$ cat src/rtl/mm_arb2_if.sv
`default_nettype none
// ============================================================================
//  Module   : mm_arb2_if
//  Brief    : CPU-style memory-mapped bus (a/d/we/rd pulse, spo/ready back).
//  Revision : 1.0  initial release
// ============================================================================
interface mm_arb2_if;
  logic [31:0] a;
  logic [31:0] d;
  logic        we;
  logic        rd;
  logic [31:0] spo;
  logic        ready;

  // master issues requests; slave answers with spo/ready
  modport master (output a, d, we, rd, input spo, ready);
  modport slave  (input a, d, we, rd, output spo, ready);
endinterface
`default_nettype wire

$ cat src/rtl/mm_arb2.sv
`default_nettype none
// ============================================================================
//  Module   : mm_arb2
//  Brief    : Two-port round-robin (or fixed-priority) arbiter onto one
//             memory-mapped bus target; one latched request per port.
//  Revision : 1.0  initial release
// ============================================================================
module mm_arb2 #(
  parameter bit FIXED_PRIO = 1'b0
) (
  input  logic      clk,
  input  logic      rst,
  mm_arb2_if.slave  s0,
  mm_arb2_if.slave  s1,
  mm_arb2_if.master m
);

  typedef enum logic [1:0] {
    ST_IDLE  = 2'd0,
    ST_ISSUE = 2'd1,
    ST_WAIT  = 2'd2
  } state_t;

  state_t r_state;
  state_t w_state_nxt;

  logic [1:0]       w_req;
  logic [1:0]       w_req_rd;
  logic [1:0][31:0] w_req_a;
  logic [1:0][31:0] w_req_d;
  logic [1:0]       w_accept;

  logic [1:0]       r_pend;
  logic [1:0]       r_pend_rd;
  logic [1:0][31:0] r_pend_a;
  logic [1:0][31:0] r_pend_d;
  logic [1:0]       r_inflight;
  logic [1:0][31:0] r_spo;

  logic             r_last;
  logic             r_gnt;
  logic             r_op_rd;
  logic [31:0]      r_m_a;
  logic [31:0]      r_m_d;

  logic             w_grant_vld;
  logic             w_grant;
  logic             w_done;
  logic [1:0]       w_grant_oh;
  logic [1:0]       w_done_oh;

  // rd dominates we when both pulse together
  assign w_req    = {s1.rd | s1.we, s0.rd | s0.we};
  assign w_req_rd = {s1.rd, s0.rd};
  assign w_req_a  = {s1.a, s0.a};
  assign w_req_d  = {s1.d, s0.d};
  assign w_accept = w_req & ~r_pend & ~r_inflight;

  always_comb begin
    w_state_nxt = r_state;
    w_grant_vld = 1'b0;
    w_grant     = 1'b0;
    w_done      = 1'b0;
    case (r_state)
      ST_IDLE: begin
        if (|r_pend) begin
          w_grant_vld = 1'b1;
          if (r_pend == 2'b11) begin
            w_grant = FIXED_PRIO ? 1'b0 : ~r_last;
          end else begin
            w_grant = r_pend[1];
          end
          w_state_nxt = ST_ISSUE;
        end
      end
      ST_ISSUE: begin
        w_state_nxt = ST_WAIT;
      end
      ST_WAIT: begin
        if (m.ready) begin
          w_done      = 1'b1;
          w_state_nxt = ST_IDLE;
        end
      end
      default: begin
        w_state_nxt = ST_IDLE;
      end
    endcase
  end

  assign w_grant_oh = {w_grant_vld & w_grant, w_grant_vld & ~w_grant};
  assign w_done_oh  = {w_done & r_gnt, w_done & ~r_gnt};

  always_ff @(posedge clk or posedge rst) begin
    if (rst) begin
      r_state <= ST_IDLE;
    end else begin
      r_state <= w_state_nxt;
    end
  end

  // A port never has accept and grant in the same cycle: accept needs !pend.
  always_ff @(posedge clk or posedge rst) begin
    if (rst) begin
      r_pend     <= '0;
      r_pend_rd  <= '0;
      r_pend_a   <= '0;
      r_pend_d   <= '0;
      r_inflight <= '0;
      r_spo      <= '0;
    end else begin
      for (int i = 0; i < 2; i++) begin
        if (w_accept[i]) begin
          r_pend[i]    <= 1'b1;
          r_pend_rd[i] <= w_req_rd[i];
          r_pend_a[i]  <= w_req_a[i];
          r_pend_d[i]  <= w_req_d[i];
        end else if (w_grant_oh[i]) begin
          r_pend[i]    <= 1'b0;
        end
        if (w_grant_oh[i]) begin
          r_inflight[i] <= 1'b1;
        end else if (w_done_oh[i]) begin
          r_inflight[i] <= 1'b0;
        end
        if (w_done_oh[i] && r_op_rd) begin
          r_spo[i] <= m.spo;
        end
      end
    end
  end

  always_ff @(posedge clk or posedge rst) begin
    if (rst) begin
      r_last  <= 1'b1;
      r_gnt   <= 1'b0;
      r_op_rd <= 1'b0;
      r_m_a   <= '0;
      r_m_d   <= '0;
    end else if (w_grant_vld) begin
      r_last  <= w_grant;
      r_gnt   <= w_grant;
      r_op_rd <= r_pend_rd[w_grant];
      r_m_a   <= r_pend_a[w_grant];
      r_m_d   <= r_pend_d[w_grant];
    end
  end

  assign m.a  = r_m_a;
  assign m.d  = r_m_d;
  assign m.rd = (r_state == ST_ISSUE) &  r_op_rd;
  assign m.we = (r_state == ST_ISSUE) & ~r_op_rd;

  assign s0.spo   = r_spo[0];
  assign s1.spo   = r_spo[1];
  assign s0.ready = ~r_pend[0] & ~r_inflight[0] & ~w_req[0];
  assign s1.ready = ~r_pend[1] & ~r_inflight[1] & ~w_req[1];

endmodule
`default_nettype wire

$ cat src/flat_wrapper.sv
// flat-port wrapper written by rule: the top's interface ports become plain ports
module mm_arb2_flat 
#(
  parameter bit FIXED_PRIO = 1'b0
)
  (clk, rst, s0_a, s0_d, s0_we, s0_rd, s0_spo, s0_ready, s1_a, s1_d, s1_we, s1_rd, s1_spo, s1_ready, m_a, m_d, m_we, m_rd, m_spo, m_ready);
  mm_arb2_if s0_i ();
  mm_arb2_if s1_i ();
  mm_arb2_if m_i ();
  input  logic clk;
  input  logic rst;
  input wire logic [$bits(s0_i.a)-1:0] s0_a;
  input wire logic [$bits(s0_i.d)-1:0] s0_d;
  input wire logic [$bits(s0_i.we)-1:0] s0_we;
  input wire logic [$bits(s0_i.rd)-1:0] s0_rd;
  output wire logic [$bits(s0_i.spo)-1:0] s0_spo;
  output wire logic [$bits(s0_i.ready)-1:0] s0_ready;
  input wire logic [$bits(s1_i.a)-1:0] s1_a;
  input wire logic [$bits(s1_i.d)-1:0] s1_d;
  input wire logic [$bits(s1_i.we)-1:0] s1_we;
  input wire logic [$bits(s1_i.rd)-1:0] s1_rd;
  output wire logic [$bits(s1_i.spo)-1:0] s1_spo;
  output wire logic [$bits(s1_i.ready)-1:0] s1_ready;
  output wire logic [$bits(m_i.a)-1:0] m_a;
  output wire logic [$bits(m_i.d)-1:0] m_d;
  output wire logic [$bits(m_i.we)-1:0] m_we;
  output wire logic [$bits(m_i.rd)-1:0] m_rd;
  input wire logic [$bits(m_i.spo)-1:0] m_spo;
  input wire logic [$bits(m_i.ready)-1:0] m_ready;
  assign s0_i.a = s0_a;
  assign s0_i.d = s0_d;
  assign s0_i.we = s0_we;
  assign s0_i.rd = s0_rd;
  assign s0_spo = s0_i.spo;
  assign s0_ready = s0_i.ready;
  assign s1_i.a = s1_a;
  assign s1_i.d = s1_d;
  assign s1_i.we = s1_we;
  assign s1_i.rd = s1_rd;
  assign s1_spo = s1_i.spo;
  assign s1_ready = s1_i.ready;
  assign m_a = m_i.a;
  assign m_d = m_i.d;
  assign m_we = m_i.we;
  assign m_rd = m_i.rd;
  assign m_i.spo = m_spo;
  assign m_i.ready = m_ready;
  mm_arb2 #(.FIXED_PRIO(FIXED_PRIO)) u_core (.clk(clk), .rst(rst), .s0(s0_i), .s1(s1_i), .m(m_i));
endmodule
$ cat config.mk
export PLATFORM = sky130hd
export DESIGN_NAME = mm_arb2_flat
export DESIGN_NICKNAME = d
export VERILOG_FILES = /design/src/rtl/mm_arb2_if.sv /design/src/rtl/mm_arb2.sv /design/src/flat_wrapper.sv
export SDC_FILE = /design/constraint.sdc
export NUM_CORES = 1
export LEC_CHECK = 0
export BUFFER_PORTS_ARGS = -buffer_cell sky130_fd_sc_hd__buf_2
export CORE_MARGIN = 5
export CORE_UTILIZATION = 56
export DETAILED_ROUTE_END_ITERATION = 10
export PLACE_DENSITY = 0.87
export SKIP_LAST_GASP = 1
export SYNTH_ARGS = -nofsm -noshare
export SYNTH_HDL_FRONTEND = slang
export SYNTH_SLANG_ARGS = --single-unit
$ cat constraint.sdc
create_clock -name clk -period 22.8 [get_ports clk]
set_input_delay 2.28 -clock clk [delete_from_list [all_inputs] [get_ports clk]]
set_output_delay 2.28 -clock clk [all_outputs]
set_load 0.01 [all_outputs]
# Yosys cells after proc, flatten, opt, wreduce, memory -nomap -nowiden
# Index checks and enable logic that the tools add are counted.
# totals
register_bits	267
inputBits	167
output_inout_bits	132
wordCells	83
# op_classes
n_lt_le_gt_ge	1
n_eq_ne	5
n_mux	24
n_bitwise	26
n_reduce_logical	9
# ops
cell	count
$mux 32	4
$mux 1	17
$and 1x1->1	10
$not 1->1	10
$reduce_bool 2->1	4
$pmux 2 s3	1
$and 2x2->2	2
$eq 2x2->1 const B	2
$mux 2	2
$not 2->2	2
$eq 2x1->1 const B	1
$logic_and 1x1->1	2
$logic_not 2->1	1
$lt 1x2->1 const B	1
$ne 2x1->1 const B	1
$ne 2x2->1 const B	1
$or 1x1->1	2
$reduce_and 2->1	1
$reduce_or 2->1	1

# Longest topological paths before layout
# logic_depth
depth_word	8
mapped_depth	5
mapped_depth_nobuf	3

# Least setup slack after synthesis
# Ideal clock, no wire load.
# synth_path
path_kind	input to output
start	in s0_we
end	out s0_ready
arrival_ps	2713
t_required_ps	20520
setup_slack_ps	17807
path_stages	1
n_path_buf	0
path_cell_list	nor4_1
# synth_via
elab_chain_len	3
# synth_rtl
item	line_no	text
from (decl)	flat_wrapper.sv:14	input wire logic [$bits(s0_i.we)-1:0] s0_we;
$or 1x1->1	mm_arb2.sv:53	assign w_req = {s1.rd | s1.we, s0.rd | s0.we};
$not 1->1	mm_arb2.sv:156	assign s0.ready = ~r_pend[0] & ~r_inflight[0] & ~w_req[0];
$and 1x1->1	mm_arb2.sv:156	
to (decl)	flat_wrapper.sv:17	output wire logic [$bits(s0_i.ready)-1:0] s0_ready;
# Every way passes these cells.

# Worst setup path after layout
# Same ends and word-level chain as after synthesis.

==> qor.csv <==
metric;value;unit
status;finished clean;
cts bufs inserted;28;
ys async rst share;1.00;
setup TNS;0;ps
ranking of synthesized cells by area;dfrtp_1 (62%), mux2_2 (17%), a221o_1 (6.1%);
critical path, cell by cell;buf_2 > nor4_1 > buf_2;
GR Util All Layers;0.243;
Ports;299;
Worst Skew;15.3;ps
initial antenna violation count;3;
Crit Path Class;in -> out;
R2R cell count;4;
Worst-Margin Slew;1160;ps
vias in the first global route;7676;
DP Area;12200;um^2
fmax;193;MHz
Root Driver;clkbuf_16;
worst reg2reg startpoint;u_core.r_state[0]$_DFFE_PP0P_;
Power per Cell Area;125;nW/um^2
worst vdd ir;0.0791;mV
Post-synth top flop;dfrtp_1;
Final ANT Viol Nets;0;
CP endpoint kind;primary output;
WL met1;10700;um
Worst EP required;20520;ps
Starting Density;0.570;
Final setup violation count;0;
CP startpoint kind;input port;
Mean Syn Cell Area;15.7;um^2
critical path's slowest cell;nor4_1;
1st-pass router iterations;4;
Max-slew headroom;0.229;
slowest stage delay, CP;310;ps
capture point of the worst reg-to-reg path;u_core.m.a[25]$_DFFE_PP0P_;
H-tree depth;1;
drt initial violations;298;
most frequent cell after synthesis;dfrtp_1;
Mapped Cells;678;
met3 wire length;2120;um
largest area contributor in the netlist;dfrtp_1;
Clock Pin Slew Worst Setup and Hold Paths;50;ps
P&R area growth vs syn;23.2;%
post-synth cell types;29;
fin crit period;5190;ps
post-CTS sizing;0;
fin nets;1130;
share of the synthesized area in the top cell type;0.624;
WL/cell;22.1;um
CTS Buffer Depth;3;
DIE AREA;21900;um^2
HP Class;reg -> reg;
routed wire length;27000;um
Final Util;0.702;
Skew-Pair Late Insertion Delay;530;ps
Residual DRC;0;
die width;148;um
Post-Synth Simple-Gate Area;0.0146;
Placer Congestion;0.793;
syn nets;845;
number of flops mapped to enable cells by yosys;0;
fin crit share;0.228;
vias;7104;
Synth Area in Adders;0;
crit path capture;s0_ready;
Avg Vias per Cell;5.83;
P_leak;6.74;nW
post-DP HPWL;17700;um
postcts setup bufs;0;
first-pass GRT wire length;42700;um
top sig layer;met5;
WL met2;13400;um
Synth Area in Compound Gates;0.113;
Clock Sinks;267;
Worst EP arrival;2910;ps
synth warn;0;
num rows;50;
final hold vios;0;
Post-Synth XOR/XNOR Area;0;
post-synthesis sequential area ratio;0.627;
Mapped Area;10700;um^2
largest family of logic cells by synthesized area;multiplexers;
Max FO, Critical Path;3;
max-cap check violation count;0;
Synth top cells by count;dfrtp_1 (266), mux2_2 (162), a221o_1 (65);
Die Ht;148;um
fraction of layout instances using a drive strength above 1;0.557;
Synth Register Bits;267;
largest net degree at the start of global routing;113;
Design Area, Final;13100;um^2
Critical Path Start;s0_we;
CTS tree;built;
grt ovf;0;
Port Buffers;298;
# hold bufs at CTS;0;
mux contribution to synthesized area;0.213;
unrepaired setup endpoints after global routing;no;
Core Region;18700;um^2
cell mode on critical path;buf_2;
Final Slew Violations;0;
FF-to-FF setup slack;20300;ps
hold-critical path depth;1;
## logic make-up after synthesis
| logic type | Yosys count |
|---|---|
| AOI/OAI and AO/OA | 139 |
| DFF | 267 |
| buffers and inverters | 53 |
| muxes | 192 |
| and+or+nand+nor | 27 |
## registers in the layout, summed over array words and instances, names as in the netlist, 32 cells and up
register and cells:
u_core.r_pend_a 64, u_core.s0.spo 32, u_core.m.a 32, u_core.s1.spo 32
u_core.r_pend_d 64, u_core.m.d 32
## stage by stage
step	cells	hold WS [ps]	power [mW]	worst slack (ps)
floorplan	678	465	1.00	13170
global placement	1167	480	1.16	17720
detailed placement	1167	487	1.19	17660
CTS	1217	500	1.66	17660
global route	1218	512	1.73	17620
finish	1218	497	1.64	17610
## layer usage
layer	up-vias	track usage
li1	3104	-
met1	3639	0.318
met2	305	0.408
met3	52	0.0595
met4	4	0.0647
met5	-	0
## cells in the final DEF (no fill, tap or decap), types with 2 or more instances in the layout
cell and instances:
a221o_1 65, a22o_1 2, dfrtp_1 266, a21o_1 4
nor4_1 2, nand2b_1 3, inv_1 3, o21ai_0 2
buf_4 6, o21a_4 2, mux2_2 162, nand2_1 7
clkbuf_8 6, mux2_4 30, clkinv_2 3, bufinv_16 3
nand3_1 2, a21boi_0 63, clkbuf_1 8, clkbuf_16 29
or2_2 2, nor2_1 4, buf_2 298
## layout make-up
cell class	instances	area, um^2
Antenna cell	1	2.50
Sequential cell	267	6680
Clock inverter	7	113
Multi-Input combinational cell	358	3650
Timing Repair Buffer	304	1540
Inverter	4	22.5
Fill cell	1230	5570
Clock buffer	43	838
Tap cell	234	293
## worst max-delay path, delay by kind of cell
family / cells / cell delay, ps
buffers and inverters: 2 / 310
and+or+nand+nor: 1 / 310
## power breakdown
part | switching, mW | internal (mW) | leakage (nW)
logic | 0.241 | 0.236 | 2.85
clock network | 0.178 | 0.285 | 0.464
registers | 0.0826 | 0.621 | 3.42
total | 0.502 | 1.14 | 6.74
## worst min path at each step
stage,from,endpoint,slack (ps)
floorplan,u_core.r_gnt$_DFFE_PP0P_,u_core.r_gnt$_DFFE_PP0P_,460
global placement,u_core.r_pend_a[26]$_DFFE_PP0P_,u_core.m.a[26]$_DFFE_PP0P_,480
detailed placement,u_core.r_pend_a[15]$_DFFE_PP0P_,u_core.m.a[15]$_DFFE_PP0P_,490
CTS,u_core.r_pend_a[18]$_DFFE_PP0P_,u_core.m.a[18]$_DFFE_PP0P_,500
global route,u_core.s1.spo[30]$_DFFE_PP0P_,u_core.s1.spo[30]$_DFFE_PP0P_,510
finish,u_core.r_pend_a[18]$_DFFE_PP0P_,u_core.m.a[18]$_DFFE_PP0P_,500
(Power assumes the default switching activity.)
